`src/rtl/sm4_keyctl_pkg.sv`:
```
`default_nettype none
// =============================================================================
// sm4_keyctl_pkg : shared types and constants for the SM4 key RAM controller
// Revision: 1.0
// =============================================================================
package sm4_keyctl_pkg;

  localparam int KEY_W  = 128;
  localparam int ADDR_W = 7;

  localparam logic [ADDR_W-1:0] RSV_A0 = 7'd32;
  localparam logic [ADDR_W-1:0] RSV_A1 = 7'd95;
  localparam logic [ADDR_W-1:0] RSV_A2 = 7'd127;

  typedef enum logic [2:0] {
    IDLE  = 3'd0,
    ISSUE = 3'd1,
    WAIT  = 3'd2,
    DENY  = 3'd3,
    RESP  = 3'd4
  } keyctl_state_e;

  function automatic logic is_reserved(input logic [ADDR_W-1:0] addr);
    return (addr == RSV_A0) || (addr == RSV_A1) || (addr == RSV_A2);
  endfunction

endpackage
`default_nettype wire

```
`src/rtl/keyctl_rr_arb.sv`:
```
`default_nettype none
// =============================================================================
// keyctl_rr_arb : N-wide round-robin picker, pointer advances past the winner
// Revision: 1.0
// =============================================================================
module keyctl_rr_arb #(
  parameter int N = 2
) (
  input  logic         clk,
  input  logic         rst_n,
  input  logic [N-1:0] req,
  input  logic         en,
  output logic [N-1:0] gnt
);

  localparam int PW = (N > 1) ? $clog2(N) : 1;

  logic [PW-1:0] r_ptr;
  logic [PW-1:0] w_win;
  logic [PW-1:0] w_idx;
  logic          w_found;
  int            idx;

  // Scan from the pointer upward, wrapping, and take the first requester.
  always_comb begin
    gnt     = '0;
    w_win   = '0;
    w_idx   = '0;
    w_found = 1'b0;
    idx     = 0;
    for (int i = 0; i < N; i++) begin
      idx = int'(r_ptr) + i;
      if (idx >= N) idx = idx - N;
      w_idx = PW'(idx);
      if (!w_found && req[w_idx]) begin
        w_found    = 1'b1;
        w_win      = w_idx;
        gnt[w_idx] = 1'b1;
      end
    end
  end

  always_ff @(posedge clk or negedge rst_n) begin
    if (!rst_n) begin
      r_ptr <= '0;
    end else if (en && w_found) begin
      r_ptr <= (w_win == PW'(N - 1)) ? '0 : w_win + 1'b1;
    end
  end

endmodule
`default_nettype wire

```
`src/rtl/sm4_key_ram_ctrl.sv`:
```
`default_nettype none
// =============================================================================
// sm4_key_ram_ctrl : one-access-at-a-time arbiter/sequencer for the SM4 key RAM
// Revision: 1.0
// =============================================================================
module sm4_key_ram_ctrl
  import sm4_keyctl_pkg::*;
#(
  parameter int NUM_RD       = 2,
  parameter int WR_PRIORITY  = 1,
  parameter int RESERVED_CHK = 1,
  parameter int CNT_W        = 16
) (
  input  logic                     i_clk,
  input  logic                     i_rst_n,
  input  logic [NUM_RD-1:0]        i_rd_req,
  input  logic [NUM_RD*ADDR_W-1:0] i_rd_addr,
  output logic [NUM_RD-1:0]        o_rd_gnt,
  output logic [NUM_RD-1:0]        o_rd_done,
  output logic                     o_rd_err,
  output logic [KEY_W-1:0]         o_rd_key,
  input  logic                     i_wr_req,
  input  logic [ADDR_W-1:0]        i_wr_addr,
  input  logic [KEY_W-1:0]         i_wr_data,
  output logic                     o_wr_gnt,
  output logic                     o_wr_done,
  output logic                     o_wr_err,
  output logic                     o_ram_ren,
  output logic                     o_ram_wen,
  output logic [ADDR_W-1:0]        o_ram_addr,
  output logic [KEY_W-1:0]         o_ram_wdata,
  input  logic [KEY_W-1:0]         i_ram_key,
  input  logic                     i_ram_valid,
  input  logic                     i_ram_write_ack,
  output logic                     o_busy,
  output logic [CNT_W-1:0]         o_deny_cnt
);

  localparam int ARB_N = (WR_PRIORITY != 0) ? NUM_RD : NUM_RD + 1;

  keyctl_state_e r_state, w_state_nxt;

  logic              r_is_wr,    w_is_wr;
  logic [NUM_RD-1:0] r_rd_sel,   w_rd_sel;
  logic [NUM_RD-1:0] r_rd_gnt,   w_rd_gnt;
  logic [NUM_RD-1:0] r_rd_done,  w_rd_done;
  logic              r_rd_err,   w_rd_err;
  logic [KEY_W-1:0]  r_rd_key,   w_rd_key;
  logic              r_wr_gnt,   w_wr_gnt;
  logic              r_wr_done,  w_wr_done;
  logic              r_wr_err,   w_wr_err;
  logic              r_ram_ren,  w_ram_ren;
  logic              r_ram_wen,  w_ram_wen;
  logic [ADDR_W-1:0] r_ram_addr, w_ram_addr;
  logic [KEY_W-1:0]  r_ram_wdata, w_ram_wdata;
  logic              r_busy,     w_busy;
  logic [CNT_W-1:0]  r_deny_cnt, w_deny_cnt;

  logic [ARB_N-1:0]  w_arb_req;
  logic [ARB_N-1:0]  w_arb_gnt;
  logic              w_arb_en;
  logic              w_sel_wr;
  logic [NUM_RD-1:0] w_sel_rd;
  logic [ADDR_W-1:0] w_sel_addr;
  logic              w_any;
  logic              w_rsv;
  logic              w_finish;
  logic              w_fail;

  // With write priority the arbiter only sees reads; otherwise the write is its top slot.
  generate
    if (WR_PRIORITY != 0) begin : g_wr_prio
      assign w_arb_req = i_rd_req;
      assign w_arb_en  = (r_state == IDLE) && !i_wr_req;
      assign w_sel_wr  = i_wr_req;
      assign w_sel_rd  = i_wr_req ? '0 : w_arb_gnt;
    end else begin : g_wr_rr
      assign w_arb_req = {i_wr_req, i_rd_req};
      assign w_arb_en  = (r_state == IDLE);
      assign w_sel_wr  = w_arb_gnt[NUM_RD];
      assign w_sel_rd  = w_arb_gnt[NUM_RD-1:0];
    end
  endgenerate

  keyctl_rr_arb #(
    .N (ARB_N)
  ) u_arb (
    .clk   (i_clk),
    .rst_n (i_rst_n),
    .req   (w_arb_req),
    .en    (w_arb_en),
    .gnt   (w_arb_gnt)
  );

  always_comb begin
    w_sel_addr = i_wr_addr;
    if (!w_sel_wr) begin
      for (int k = 0; k < NUM_RD; k++) begin
        if (w_sel_rd[k]) w_sel_addr = i_rd_addr[k*ADDR_W +: ADDR_W];
      end
    end
  end

  assign w_any = w_sel_wr | (|w_sel_rd);
  assign w_rsv = (RESERVED_CHK != 0) && is_reserved(w_sel_addr);

  always_comb begin
    w_state_nxt = r_state;
    w_is_wr     = r_is_wr;
    w_rd_sel    = r_rd_sel;
    w_ram_addr  = r_ram_addr;
    w_ram_wdata = r_ram_wdata;
    w_rd_key    = r_rd_key;
    w_rd_gnt    = '0;
    w_wr_gnt    = 1'b0;
    w_ram_ren   = 1'b0;
    w_ram_wen   = 1'b0;
    w_rd_done   = '0;
    w_wr_done   = 1'b0;
    w_rd_err    = 1'b0;
    w_wr_err    = 1'b0;
    w_finish    = 1'b0;
    w_fail      = 1'b0;

    case (r_state)
      IDLE: begin
        if (w_any) begin
          w_is_wr    = w_sel_wr;
          w_rd_sel   = w_sel_rd;
          w_ram_addr = w_sel_addr;
          if (w_sel_wr) w_ram_wdata = i_wr_data;
          w_rd_gnt   = w_sel_rd;
          w_wr_gnt   = w_sel_wr;
          if (w_rsv) begin
            w_state_nxt = DENY;
          end else begin
            w_state_nxt = ISSUE;
            w_ram_ren   = !w_sel_wr;
            w_ram_wen   = w_sel_wr;
          end
        end
      end
      ISSUE: w_state_nxt = WAIT;
      WAIT: begin
        w_state_nxt = RESP;
        w_finish    = 1'b1;
        w_fail      = r_is_wr ? !i_ram_write_ack : !i_ram_valid;
      end
      DENY: begin
        w_state_nxt = RESP;
        w_finish    = 1'b1;
        w_fail      = 1'b1;
      end
      RESP:    w_state_nxt = IDLE;
      default: w_state_nxt = IDLE;
    endcase

    // Completion is registered on entry to RESP so done/err/key appear together.
    if (w_finish) begin
      if (r_is_wr) begin
        w_wr_done = 1'b1;
        w_wr_err  = w_fail;
      end else begin
        w_rd_done = r_rd_sel;
        w_rd_err  = w_fail;
        w_rd_key  = w_fail ? '0 : i_ram_key;
      end
    end

    w_deny_cnt = r_deny_cnt;
    if (w_finish && w_fail && (r_deny_cnt != '1)) w_deny_cnt = r_deny_cnt + 1'b1;
    w_busy = (w_state_nxt != IDLE);
  end

  always_ff @(posedge i_clk or negedge i_rst_n) begin
    if (!i_rst_n) begin
      r_state     <= IDLE;
      r_is_wr     <= 1'b0;
      r_rd_sel    <= '0;
      r_rd_gnt    <= '0;
      r_rd_done   <= '0;
      r_rd_err    <= 1'b0;
      r_rd_key    <= '0;
      r_wr_gnt    <= 1'b0;
      r_wr_done   <= 1'b0;
      r_wr_err    <= 1'b0;
      r_ram_ren   <= 1'b0;
      r_ram_wen   <= 1'b0;
      r_ram_addr  <= '0;
      r_ram_wdata <= '0;
      r_busy      <= 1'b0;
      r_deny_cnt  <= '0;
    end else begin
      r_state     <= w_state_nxt;
      r_is_wr     <= w_is_wr;
      r_rd_sel    <= w_rd_sel;
      r_rd_gnt    <= w_rd_gnt;
      r_rd_done   <= w_rd_done;
      r_rd_err    <= w_rd_err;
      r_rd_key    <= w_rd_key;
      r_wr_gnt    <= w_wr_gnt;
      r_wr_done   <= w_wr_done;
      r_wr_err    <= w_wr_err;
      r_ram_ren   <= w_ram_ren;
      r_ram_wen   <= w_ram_wen;
      r_ram_addr  <= w_ram_addr;
      r_ram_wdata <= w_ram_wdata;
      r_busy      <= w_busy;
      r_deny_cnt  <= w_deny_cnt;
    end
  end

  assign o_rd_gnt    = r_rd_gnt;
  assign o_rd_done   = r_rd_done;
  assign o_rd_err    = r_rd_err;
  assign o_rd_key    = r_rd_key;
  assign o_wr_gnt    = r_wr_gnt;
  assign o_wr_done   = r_wr_done;
  assign o_wr_err    = r_wr_err;
  assign o_ram_ren   = r_ram_ren;
  assign o_ram_wen   = r_ram_wen;
  assign o_ram_addr  = r_ram_addr;
  assign o_ram_wdata = r_ram_wdata;
  assign o_busy      = r_busy;
  assign o_deny_cnt  = r_deny_cnt;

endmodule
`default_nettype wire

```
`config.mk`:
```
export PLATFORM = sky130hd
export DESIGN_NAME = sm4_key_ram_ctrl
export DESIGN_NICKNAME = d
export VERILOG_FILES = /design/src/rtl/sm4_keyctl_pkg.sv /design/src/rtl/keyctl_rr_arb.sv /design/src/rtl/sm4_key_ram_ctrl.sv
export SDC_FILE = /design/constraint.sdc
export NUM_CORES = 1
export LEC_CHECK = 0
export CAP_MARGIN = 20
export CORE_AREA = 2 2 222 224
export CTS_CLUSTER_DIAMETER = 60
export CTS_CLUSTER_SIZE = 16
export DETAILED_ROUTE_END_ITERATION = 12
export DIE_AREA = 0 0 224 226
export DONT_BUFFER_PORTS = 1
export GPL_TIMING_DRIVEN = 0
export HOLD_SLACK_MARGIN = 0.12
export PLACE_DENSITY_LB_ADDON = 0.08
export SLEW_MARGIN = 20
export SYNTH_ARGS = -nofsm -noshare
export SYNTH_HDL_FRONTEND = slang
export SYNTH_HIERARCHICAL = 1
export SYNTH_SLANG_ARGS = --single-unit
```
`constraint.sdc`:
```
create_clock -name i_clk -period 2.1 [get_ports i_clk]
set_input_delay 0.42 -clock i_clk [delete_from_list [all_inputs] [get_ports i_clk]]
set_output_delay 0.42 -clock i_clk [all_outputs]
set_load 0.02 [all_outputs]
```
==> results of run 1 <==
## layout make-up
| class | instances | share of cell area [%] |
|---|---|---|
| antenna | 2 | 0.0319 |
| buffer | 48 | 1.90 |
| clock buffer | 33 | 4.85 |
| clock inverter | 17 | 1.42 |
| inverter | 7 | 0.167 |
| multi-input combinational | 382 | 22.6 |
| sequential | 297 | 47.3 |
| tap | 622 | 4.96 |
| timing repair buffer | 263 | 16.7 |
## registers in the layout, indices dropped and copies added (netlist names), 2 cells and up, named ones only
signal       cells
o_deny_cnt      16
o_ram_addr       7
o_ram_wdata    128
o_rd_done        2
o_rd_gnt         2
o_rd_key       128
r_rd_sel         2
r_state          3
## power by group
group | total [mW] | switching, mW | internal (mW)
Clock | 5.42 | 2.40 | 3.02
Sequential | 14.3 | 5.89 | 8.41
Combinational | 5.03 | 1.98 | 3.04
## layer usage
| layer | track usage, % | part of all wire, % | vias up |
|---|---|---|---|
| met5 | 0 | 0 | - |
| met3 | 5.09 | 9.8 | 69 |
| met1 | 14.1 | 35 | 3746 |
| met2 | 24.9 | 52 | 415 |
| met4 | 5.01 | 3.7 | 0 |
| li1 | - | - | 3281 |
## timing repair
action,in CTS,in global routing
endpoints found under the hold margin,557,297
buffers inserted,1,3
pin swaps,2,3
resized for setup,11,32
setup endpoints to repair,231,176
## critical path: cells and delay by family, from the launching register on
| family | cells | cell delay [ns] |
|---|---|---|
| compound gates | 4 | 0.80 |
| simple gates | 3 | 0.59 |
| buf+inv | 1 | 0.07 |
| flops | 1 | 0.43 |
## final timing paths
| path | start | endpoint | slack (ns) | depth (start not counted) |
|---|---|---|---|---|
| max reg2reg | register | r_state[1]$_DFF_PN0_ | 0.1 | 8 |
| min | i_rst_n | o_deny_cnt[5]$_DFFE_PN0P_ | -0.45 | 0 |
| max | register | r_state[1]$_DFF_PN0_ | 0.1 | 8 |
| min reg2reg | r_rd_sel[0]$_DFFE_PN0P_ | r_rd_sel[0]$_DFFE_PN0P_ | 0.48 | 1 |
| min in group i_clk | i_rd_req[1] | o_rd_gnt[1]$_DFF_PN0_ | 0.20 | 2 |
| max in group asynchronous | i_rst_n | o_rd_key[60]$_DFFE_PN0P_ | 1.56 | 0 |
## cell families (layout without fill, tap and decap cells)
kind of cell    count (synthesis)  count (layout)
compound gates                159             159
xor+xnor                       14              14
fa+ha+maj                       1               1
buf+inv                        56             368
flops                         297             297
mux                           137             137
other cells                     0               2
simple gates                   71              71
## placed cells by master, fill, tap and decap left out, types with 6 or more instances in the layout
cell | synthesis | layout
a22o_1 | 128 | 128
dfrtp_1 | 297 | 297
xnor2_1 | 9 | 9
nor2_1 | 12 | 12
clkbuf_16 | 0 | 29
mux2_1 | 24 | 24
mux2_2 | 112 | 112
clkbuf_4 | 0 | 6
clkbuf_2 | 0 | 9
nand2_1 | 16 | 16
dlygate4sd3_1 | 0 | 259
buf_2 | 29 | 19
nand2b_1 | 7 | 7
buf_4 | 2 | 10
## Yosys cell counts, types with 2 or more instances
master / count
dfrtp_1: 297
a22o_1: 128
mux2_2: 112
buf_2: 29
mux2_1: 24
nand2_1: 16
nor2_1: 12
clkbuf_1: 11
xnor2_1: 9
nand2b_1: 7
inv_1: 6
a221o_1: 5
nand3_1: 5
xor2_1: 5
buf_6: 4
nand4_1: 4
o21ai_0: 4
a21o_1: 3
and2_1: 3
buf_1: 3
a21boi_0: 2
a21oi_1: 2
and3_1: 2
buf_4: 2
nor2b_1: 2
nor3_1: 2
nor3b_2: 2
o211ai_1: 2
o21ai_1: 2
==> results.cfg, run 1 <==
[run_status]
status = finished with violations
failed_checks = negative hold slack

[synthesis]
synthesis.nets = 1020
yosys_warnings = 6
synth_top_family_by_area = multiplexers
seq_area_frac_synth_pct = 66.2
ys_types = 59
synth_xor_area_share_pct = 1.09
yosys-top-cells-area = dfrtp_1, mux2_2, a22o_1, mux2_1, buf_2
synth_mux_area_share_pct = 13.7
syn_inst = 735
synth-seq-cells = 297
synth-async-reset-ratio_pct = 100
synth-compound-area-share_pct = 12.4
netlist_area_mm2 = 0.0112
synth-main-ff-cell = dfrtp_1
synth_edf_count = 0
yosys.area_share.simple_pct = 3.94
synthAdderAreaFrac_pct = 0.111
syn_avg_cell_area_um2 = 15.3
yosys.area.top_type = dfrtp_1
synth_top_area_share_pct = 66.2

[grt]
grt_util_all_layers_pct = 13.6
antenna_found_initial = 2
grt-ovfl-total = 0
grt_pass1_wl_um = 52500
first_global_vias = 8328
grt_max_degree = 298

[route]
drtIter0Drc = 319
postRouteWirelength_um = 36600
viasPerCell = 4.49
dr.pass1.iters = 4
num_vias = 7511
drc = 0
route.antenna.remaining_nets = 0
wl_per_cell_um = 21.9

[worst_setup_path]
slowest_delay_ns = 0.43
critPathMaxFanout = 6
crit_required_ns = 2.55
worst_path_max_delay_cell = dfrtp_1
worstSetupStartpointType = register
arrival_ns = 2.45
crit_chain = inv_2 > a21boi_4 > nand2b_4 > o21ai_1 > a221o_1 > nor4b_4 > nand2_1 > o41ai_2
critPathKind = reg -> reg
end_kind = register

[placed_design]
pre_cts_ws_ns = -0.401
dp_hpwl_um = 26700
postPlaceCellArea_mm2 = 0.0120
globalplace.congestion = 0.816
portBuffers = 0
dp_cells = 1357

[final_layout]
multiInputGateArea_mm2 = 0.00355
final_area_mm2 = 0.0157
seq_area_mm2 = 0.00743
fin_nets = 1313
drive_gt1_share_pct = 22.3
area_growth_pct = 39.9
final_util_pct = 32.5
fill_cells = 4699
fin_cells = 1671

[sta]
period_needed_ns = 2.00
setup_viol = 0
finalHoldViolations = 297
setup_tns_ns = 0
worst_hold_slack_ns = -0.448
rsz0062_at_grt = no
fin_skew_ns = 0.0124
drv_slew = 0
fin_crit_sh_pct = 95.2
layout_setup_ws_ns = 0.0998
max_freq_ghz = 0.500
slew_headroom_pct = 19.2
tightest_slew_ns = 1.21

[floorplan]
start_util_pct = 23.2
io_pins = 574
rows = 81
die_y_um = 226
dieArea_mm2 = 0.0506
core_mm2 = 0.0483
die_w_um = 224

[cts]
clockBufferDepth = 3
cts_hold_buf = 259
clkSinkCount = 297
htree_levels = 1
cts_tree = built
clock_latency_ns = 0.56
clkTransAtPathRegs_ns = 0.07
cts-buffers-inserted = 29
cts_root_buf = clkbuf_16

[power]
ir_worst_vdd_mv = 0.937
fin_total_pwr_mw = 24.7
power.density_mw_per_mm2 = 1580
p_leak_nw = 6.86

[job]
cap_violations = 0

[worst_hold_path]
hp-class = in -> async
Note: power is estimated with default switching activity, not from simulation.
==> run 2: changes to the inputs <==
--- a/config.mk
+++ b/config.mk
@@ -7,6 +7,7 @@
 export LEC_CHECK = 0
 export CAP_MARGIN = 20
 export CORE_AREA = 2 2 222 224
+export CTS_BUF_LIST = sky130_fd_sc_hd__clkbuf_4 sky130_fd_sc_hd__clkbuf_8
 export CTS_CLUSTER_DIAMETER = 60
 export CTS_CLUSTER_SIZE = 16
 export DETAILED_ROUTE_END_ITERATION = 12
==> run 2 against run 1 <==
  * The run still ends with negative hold slack left
  * Wire length down 0.14%
  * Cell area down 1.7%
  * Flip-flop and latch count unchanged
  * Utilization down 0.57 points
  * Combinational power about the same
==> results.cfg, run 2 (synthesis gave the netlist of run 1 again) <==
[cts]
htree_levels = 1
cts_hold_buf = 263
cts_tree = built
clkTransAtPathRegs_ns = 0.09
clock_latency_ns = 0.63
clockBufferDepth = 3
cts-buffers-inserted = 29
cts_root_buf = clkbuf_8
clkSinkCount = 297

[worst_setup_path]
r2r-end = r_state[1]$_DFF_PN0_
critPathMaxFanout = 6
worstSetupStartpointType = input port
end_kind = register
r2r_slack_ns = 0.11
rr_worst_depth = 8
critPathKind = in -> reg
arrival_ns = 2.53
crit_start = i_rd_req[1]
crit_required_ns = 2.62

[power]
fin_total_pwr_mw = 23.4
p_leak_nw = 6.73
power.density_mw_per_mm2 = 1520
ir_worst_vdd_mv = 0.741

[sta]
tightest_slew_ns = 0.852
drv_slew = 0
finalHoldViolations = 297
setup_viol = 0
fin_skew_ns = 0.0343
slew_headroom_pct = 42.7
max_freq_ghz = 0.499
layout_setup_ws_ns = 0.0959
setup_tns_ns = 0
period_needed_ns = 2.00
worst_hold_slack_ns = -0.522
fin_crit_sh_pct = 95.4
rsz0062_at_grt = yes

[grt]
grt_max_degree = 298
grt-ovfl-total = 0
first_global_vias = 8331
grt_util_all_layers_pct = 13.6
grt_pass1_wl_um = 52500
antenna_found_initial = 2

[placed_design]
postPlaceCellArea_mm2 = 0.0120
pre_cts_ws_ns = -0.401
portBuffers = 0
globalplace.congestion = 0.816
dp_hpwl_um = 26700

[final_layout]
area_growth_pct = 37.4
drive_gt1_share_pct = 22.5
final_area_mm2 = 0.0154
fin_nets = 1317
final_cell_mix = dfrtp_1, dlygate4sd3_1, a22o_1
fill_cells = 4719
mostFrequentLayoutCell = dfrtp_1

[route]
route.antenna.remaining_nets = 0
dr.pass1.iters = 4
drc = 0
num_vias = 7526
drtIter0Drc = 330
viasPerCell = 4.49
postRouteWirelength_um = 36500
wl_per_cell_um = 21.8

[run_status]
status = finished with violations
failed_checks = negative hold slack

[floorplan]
core_mm2 = 0.0483
die_y_um = 226
dieArea_mm2 = 0.0506
start_util_pct = 23.2
rows = 81
io_pins = 574
die_w_um = 224

[job]
cap_violations = 0

[worst_hold_path]
hp-class = in -> async
[run 2: changes by cell type in the layout (fill, tap and decap cells not counted)]
cell	change
clkbuf_1	-2
buf_2	-2
dlygate4sd3_1	+4
clkbuf_4	+4
clkbuf_8	+29
clkbuf_16	-29
[run 2: how the worst max path moves through the flow]
stage          slack, ns  cells after the start                           end
2_1_floorplan       0.09                      6          r_state[1]$_DFF_PN0_
3_3_place_gp       -0.38                      6  o_ram_wdata[122]$_DFFE_PN0P_
3_5_place_dp       -0.40                      6  o_ram_wdata[126]$_DFFE_PN0P_
4_1_cts           0.0003                      7      o_rd_key[60]$_DFFE_PN0P_
5_1_grt          -0.0009                      8          r_state[1]$_DFF_PN0_
6_report             0.1                      8          r_state[1]$_DFF_PN0_
[run 2: timing repair]
| item | 4_1_cts | 5_1_grt |
|---|---|---|
| resized for setup | 12 | 32 |
| buffers inserted | 1 | 3 |
| pin swaps | 2 | 3 |
| endpoints found under the setup margin | 232 | 186 |
| endpoints found under the hold margin | 559 | 297 |
[run 2: final cells by class]
class	count	area, um^2	share of cell area [%]
Tap cell	622	778	5.05
Multi-Input combinational cell	382	3550	23.0
Antenna cell	2	5.00	0.0325
Sequential cell	297	7430	48.2
Timing Repair Buffer	267	2660	17.3
Clock inverter	17	223	1.44
Inverter	7	26.3	0.170
Buffer	48	303	1.96
Clock buffer	33	442	2.86
[run 2: stage by stage]
| step | utilization, % | std cells |
|---|---|---|
| after floorplan | - | 735 |
| after global placement | 24.8 | 1357 |
| after detailed placement | 24.8 | 1357 |
| after CTS | 31.7 | 1670 |
| after global routing | 31.9 | 1675 |
| final | 31.9 | 1675 |
[run 2: worst max-delay path, cell delays in order]
cell	delay [ns]
dlygate4sd3_1	0.63
a21boi_4	0.27
nand2b_4	0.19
o21ai_1	0.07
a221o_1	0.33
nor4b_4	0.30
nand2_1	0.11
o41ai_2	0.19
[run 2: report_power, final]
| group | internal [mW] | switching [mW] |
|---|---|---|
| sequential | 8.40 | 5.89 |
| combinational | 3.04 | 1.99 |
| clock | 1.86 | 2.25 |
| total | 13.3 | 10.1 |
[run 2: metal layers]
metal / wire (um) / track usage (%)
met1: 12800 / 14.1
met2: 18700 / 24.8
met3: 3450 / 4.98
met4: 1500 / 5.33
met5: 0 / 0
